File: src/rtl/corcpu_pkg.sv
// Shared core types: tag width, data width, register count and the
// functional-unit list that sizes the result writeback path.
package corcpu_pkg;

   localparam int XLEN     = 32;
   localparam int NUM_REGS = 32;
   localparam int TAG_W    = 3;

   // Tag value 0 means "no producer"
   typedef logic [TAG_W-1:0] tag_t;

   typedef enum logic [1:0] {
      FU_ALU,
      FU_BRU,
      FU_MUL,
      FU_LSU
   } e_functional_unit;

   // Member count of e_functional_unit: one CDB source per unit
   localparam int FU_COUNT = int'(FU_LSU) + 1;

endpackage

File: src/rtl/rr_arbiter.sv
// Round-robin arbiter: one-hot grant to the first request found at or
// above ptr, wrapping from N-1 back to 0.
module rr_arbiter #(
   parameter int N     = 4,
   parameter int PTR_W = 2
) (
   input  logic [N-1:0]     req,
   input  logic [PTR_W-1:0] ptr,
   output logic [N-1:0]     grant
);

   // Scan farthest-first so the nearest requester overwrites earlier hits
   always_comb begin
      grant = '0;
      for (int k = N - 1; k >= 0; k--) begin
         if (req[(int'(ptr) + k) % N]) begin
            grant = '0;
            grant[(int'(ptr) + k) % N] = 1'b1;
         end
      end
   end

endmodule

File: src/rtl/cdb_writeback.sv
// Common data bus writeback: one holding entry per FU, round-robin drain
// onto a registered CDB. Optional counters under CDB_STATS_EN.
module cdb_writeback
   import corcpu_pkg::*;
#(
   parameter int NUM_FU   = FU_COUNT,
   parameter int XLEN     = corcpu_pkg::XLEN,
   parameter int TAG_W    = $bits(tag_t),
   parameter int NUM_REGS = corcpu_pkg::NUM_REGS
) (
   input  logic                           clk,
   input  logic                           rst,
   input  logic [NUM_FU-1:0]              fu_valid,
   output logic [NUM_FU-1:0]              fu_ready,
   input  logic [NUM_FU-1:0][TAG_W-1:0]   fu_tag,
   input  logic [NUM_FU-1:0][XLEN-1:0]    fu_value,
   output logic                           cdb_valid,
   output logic [TAG_W-1:0]               cdb_tag,
   output logic [XLEN-1:0]                cdb_value,
   input  logic [NUM_REGS-1:0][TAG_W-1:0] rf_qi,
   input  logic                           issue_we,
   input  logic [4:0]                     issue_rd,
`ifdef CDB_STATS_EN
   output logic [31:0]                    stat_bcast,
   output logic [31:0]                    stat_stall,
`endif
   output logic [NUM_REGS-1:0]            rf_wb_mask
);

   localparam int PTR_W = (NUM_FU > 1) ? $clog2(NUM_FU) : 1;

   logic [NUM_FU-1:0]            held_q, held_d;
   logic [NUM_FU-1:0][TAG_W-1:0] tag_q, tag_d;
   logic [NUM_FU-1:0][XLEN-1:0]  val_q, val_d;
   logic [PTR_W-1:0]             rr_ptr_q, rr_ptr_d;
   logic                         cdb_valid_q, cdb_valid_d;
   logic [TAG_W-1:0]             cdb_tag_q, cdb_tag_d;
   logic [XLEN-1:0]              cdb_value_q, cdb_value_d;
   logic [NUM_FU-1:0]            grant;
   logic [NUM_FU-1:0]            accept;
   logic [PTR_W-1:0]             gnt_idx;

   rr_arbiter #(
      .N     (NUM_FU),
      .PTR_W (PTR_W)
   ) u_arb (
      .req   (held_q),
      .ptr   (rr_ptr_q),
      .grant (grant)
   );

   // An entry is free, or frees up on this edge because it is draining
   assign fu_ready  = ~held_q | grant;
   assign accept    = fu_valid & fu_ready;
   assign cdb_valid = cdb_valid_q;
   assign cdb_tag   = cdb_tag_q;
   assign cdb_value = cdb_value_q;

   // Binary index of the granted entry
   always_comb begin
      gnt_idx = '0;
      for (int i = 0; i < NUM_FU; i++) begin
         if (grant[i]) gnt_idx = PTR_W'(i);
      end
   end

   // Holding entries: refill on accept (tag 0 leaves it empty), else drain
   always_comb begin
      held_d = held_q;
      tag_d  = tag_q;
      val_d  = val_q;
      for (int i = 0; i < NUM_FU; i++) begin
         if (accept[i]) begin
            held_d[i] = |fu_tag[i];
            tag_d[i]  = fu_tag[i];
            val_d[i]  = fu_value[i];
         end else if (grant[i]) begin
            held_d[i] = 1'b0;
         end
      end
   end

   // Broadcast register and round-robin pointer advance
   always_comb begin
      cdb_valid_d = |held_q;
      cdb_tag_d   = cdb_tag_q;
      cdb_value_d = cdb_value_q;
      rr_ptr_d    = rr_ptr_q;
      for (int i = 0; i < NUM_FU; i++) begin
         if (grant[i]) begin
            cdb_tag_d   = tag_q[i];
            cdb_value_d = val_q[i];
         end
      end
      if (|held_q) begin
         rr_ptr_d = (gnt_idx == PTR_W'(NUM_FU - 1)) ? '0 : gnt_idx + 1'b1;
      end
   end

   // Register-file writeback mask; a same-cycle rename of rd wins
   always_comb begin
      rf_wb_mask = '0;
      for (int r = 0; r < NUM_REGS; r++) begin
         rf_wb_mask[r] = cdb_valid_q
                       && (rf_qi[r] == cdb_tag_q)
                       && !(issue_we && (issue_rd == 5'(r)));
      end
   end

   // Datapath and control state
   always_ff @(posedge clk or posedge rst) begin
      if (rst) begin
         held_q      <= '0;
         tag_q       <= '0;
         val_q       <= '0;
         rr_ptr_q    <= '0;
         cdb_valid_q <= 1'b0;
         cdb_tag_q   <= '0;
         cdb_value_q <= '0;
      end else begin
         held_q      <= held_d;
         tag_q       <= tag_d;
         val_q       <= val_d;
         rr_ptr_q    <= rr_ptr_d;
         cdb_valid_q <= cdb_valid_d;
         cdb_tag_q   <= cdb_tag_d;
         cdb_value_q <= cdb_value_d;
      end
   end

`ifdef CDB_STATS_EN
   logic [31:0] stat_bcast_q, stat_bcast_d;
   logic [31:0] stat_stall_q, stat_stall_d;

   assign stat_bcast = stat_bcast_q;
   assign stat_stall = stat_stall_q;

   // Count broadcasts and cycles where some FU is back-pressured
   always_comb begin
      stat_bcast_d = stat_bcast_q + (cdb_valid_d ? 32'd1 : 32'd0);
      stat_stall_d = stat_stall_q
                   + ((|(fu_valid & ~fu_ready)) ? 32'd1 : 32'd0);
   end

   // Statistics counters, wrapping naturally
   always_ff @(posedge clk or posedge rst) begin
      if (rst) begin
         stat_bcast_q <= '0;
         stat_stall_q <= '0;
      end else begin
         stat_bcast_q <= stat_bcast_d;
         stat_stall_q <= stat_stall_d;
      end
   end
`endif

endmodule

File: config.mk
export PLATFORM = sky130hd
export DESIGN_NAME = cdb_writeback
export DESIGN_NICKNAME = d
export VERILOG_FILES = /design/src/rtl/corcpu_pkg.sv /design/src/rtl/rr_arbiter.sv /design/src/rtl/cdb_writeback.sv
export SDC_FILE = /design/constraint.sdc
export NUM_CORES = 1
export LEC_CHECK = 0
export ABC_AREA = 0
export CORE_MARGIN = 4
export CORE_UTILIZATION = 42
export DETAILED_ROUTE_END_ITERATION = 10
export HOLD_SLACK_MARGIN = 0.03
export PLACE_DENSITY = 0.82
export REMOVE_ABC_BUFFERS = 1
export SKIP_LAST_GASP = 1
export SLEW_MARGIN = 20
export SYNTH_ARGS = -nofsm -noshare
export SYNTH_HDL_FRONTEND = slang
export SYNTH_SLANG_ARGS = --single-unit
File: constraint.sdc
create_clock -name clk -period 6.1 [get_ports clk]
set_input_delay 1.22 -clock clk [delete_from_list [all_inputs] [get_ports clk]]
set_output_delay 1.22 -clock clk [all_outputs]
set_load 0.02 [all_outputs]
==> results.ini <==
[outcome]
status=finished clean

[setup_path]
cp_max_fo=38
slowest_delay_ps=640
startpoint_type=flop
slowest_stage=dfrtp_1
r2r-start=rr_ptr_q[0]
end_kind=output pin
timing.rr.end=cdb_value[6]
crit_type=flop to output pin
cp_data_required_time_ps=4880
reg2regPathDepth=11
worst_ep_arrival_time_ps=3760
regToRegSetupSlack_ps=1770
crit_chain=inv_1, ha_1, mux4_2, a21oi_1, o21ai_0, a22oi_2, buf_4, nand2_1, clkdlybuf4s50_1

[hold_path]
holdPathStages=1
hold_end=val_q[116]
hold_path_startpoint=val_q[116]
hold_path.class=flop to flop

[timing]
period_minus_slack_ps=4980
slew_headroom_pct=28.3
worst_pin_slew_ps=1070
whs_ps=489
finalCritPeriodShare_pct=81.6
rsz0062_at_grt=false
setup_tns_ps=0
hold_viol_final=0
slew_violations=0
setup_viol=0
fin_skew_ps=11.5
fmax_mhz=201

[power_and_ir_drop]
power_mw=8.80
share_comb_of_total_power_pct=59.3
clkPwrFrac_pct=13.2
seq_power_share_pct=27.5
power.density_nw_per_um2=652
power.leakage_nw=5.23
p_switching_mw=3.79
peakVddDrop_mv=0.482
switching_share_pct=43.0
p_int_mw=5.01

[clock_network]
clockBufferDepth=2
post_cts_buffers=0
clock_sinks=182
clk_latency_ps=430
cts-root-buf=clkbuf_16
htree_levels=4
cts.clk_slew.worst_paths_ps=70
cts_resized=0
cts_buffers=17
cts_hold_buf=0
cts_tree=built

[floorplanning]
die-area_um2=25200
core_area_um2=22100
fp.dieW_um=159
rows=54
ioPinCount=320
die_h_um=159
start_util_pct=43.2

[finish]
fin_nets=1357
drive_gt1_share_pct=14.6
syn_to_final_growth_pct=41.5
fin_util_pct=61.1
final_common_cell=clkdlybuf4s50_1
final_cell_mix=clkdlybuf4s50_1, dfrtp_1, xnor2_1

[detailed_routing]
first_pass_iters=6
drt-total-wl_mm=32.2
ant_nets=0
dr.first_iter.drc_count=490
num_vias=7972
via_per_inst=5.71
drc=0
drt-wirelength-per-cell_um=23.1

[placement]
dpl.hpwl_mm=21.8
gp_congestion=0.907
port_buffers=319

[yosys]
synthesis.area_um2=9540
ys_ff_latch=182
syn_area_per_cell_um2=11.7
synth.largest_area_cell=dfrtp_1
synth_area_leaders=dfrtp_1, mux2_2, xnor2_1
ys.flop_type=dfrtp_1
synth_top_area_share_pct=47.8
synth_cell_types=46
ys_warn_count=0
ys_async_sr_fraction_pct=100
synth-edff-count=0
yosysSeqAreaShare_pct=47.8
syn_inst=815

[global_routing]
grt-ovfl-total=0
grt_first_pass_wirelength_mm=47.0
grt_pass1_vias=8381
grt_usage_pct=24.6
antenna_found_initial=2
grt_max_degree=108

[run]
max-cap-violations=0

==> area by class of cell <==
class,count,area [um2]
Multi-Input combinational cell,563,4650
Timing Repair Buffer,330,3290
Tap cell,280,350
Clock buffer,19,443
Antenna cell,1,2.50
Sequential cell,182,4560
Inverter,7,31.3
Clock inverter,13,170
Fill cell,1812,8600
==> stage by stage <==
| step | setup WS [ps] | cells | cell area (um2) |
|---|---|---|---|
| after floorplan | -63.7 | 752 | 9220 |
| after detailed placement | 1520 | 1362 | 12900 |
| final | 1120 | 1395 | 13500 |
| after CTS | 1090 | 1394 | 13500 |
| after global routing | 845 | 1395 | 13500 |
| after global placement | 1470 | 1362 | 12900 |
==> critical path: cells and delay by family, from the launching register on <==
| kind | cells | cell delay, ps |
|---|---|---|
| mux | 1 | 420 |
| flops | 1 | 640 |
| simple gates | 1 | 140 |
| compound gates | 3 | 420 |
| fa+ha+maj | 1 | 410 |
| buf+inv | 3 | 1290 |
==> power groups by stage <==
stage	Sequential, mW	Clock (mW)	Combinational, mW
floorplan	2.42	0	3.30
global placement	2.40	0	5.09
finish	2.42	1.16	5.22
detailed placement	2.42	0	5.25
global route	2.50	1.23	5.62
CTS	2.41	1.18	5.26
==> routing by layer <==
| metal | vias to the layer above | global-route usage [%] | wire length, um |
|---|---|---|---|
| met5 | - | 0 | 12 |
| met4 | 2 | 11.4 | 1340 |
| met3 | 66 | 7.61 | 2910 |
| met2 | 374 | 41.7 | 15600 |
| met1 | 3981 | 28.5 | 12400 |
| li1 | 3549 | - | - |
==> synthesized netlist by cell type (7+ instances only) <==
master and count:
mux2_1 45, ha_1 8, nand2_1 17, buf_2 22
nand4_1 32, mux2_2 95, a31oi_1 8, dfrtp_1 182
a2bb2oi_1 35, nor2b_1 7, xnor2_1 96, o2bb2ai_1 34
nand3_1 35, o21ai_0 26, buf_4 7, o21ai_1 13
clkbuf_1 27, a21oi_1 62
==> state kept, by name, indices dropped and copies added (netlist names) <==
signal,count
val_q,128
cdb_value,32
tag_q,12
held_q,4
cdb_tag,3
rr_ptr_q,2
cdb_valid,1
==> cell families (layout without fill, tap and decap cells) <==
group	Yosys count	count (layout)	share of synthesized area, %
xor gates and xnor gates	96	96	8.82
and+or+nand+nor	110	110	6.30
adders and majority gates	8	8	1.05
DFF	182	182	47.8
AOI/OAI and AO/OA	200	200	14.6
buffers and inverters	70	369	3.63
muxes	149	149	17.9
other	0	1	0
==> worst max-delay path by stage <==
stage                start              to  cells after the start
2_1_floorplan          rst      cdb_tag[0]                      1
3_3_place_gp      issue_we  rf_wb_mask[28]                      5
3_5_place_dp   issue_rd[1]  rf_wb_mask[24]                      4
4_1_cts        rr_ptr_q[0]     fu_ready[0]                      9
5_1_grt        rr_ptr_q[0]     fu_ready[0]                      9
6_report       rr_ptr_q[0]     fu_ready[0]                      9
Power figures use the tool's default switching activity.
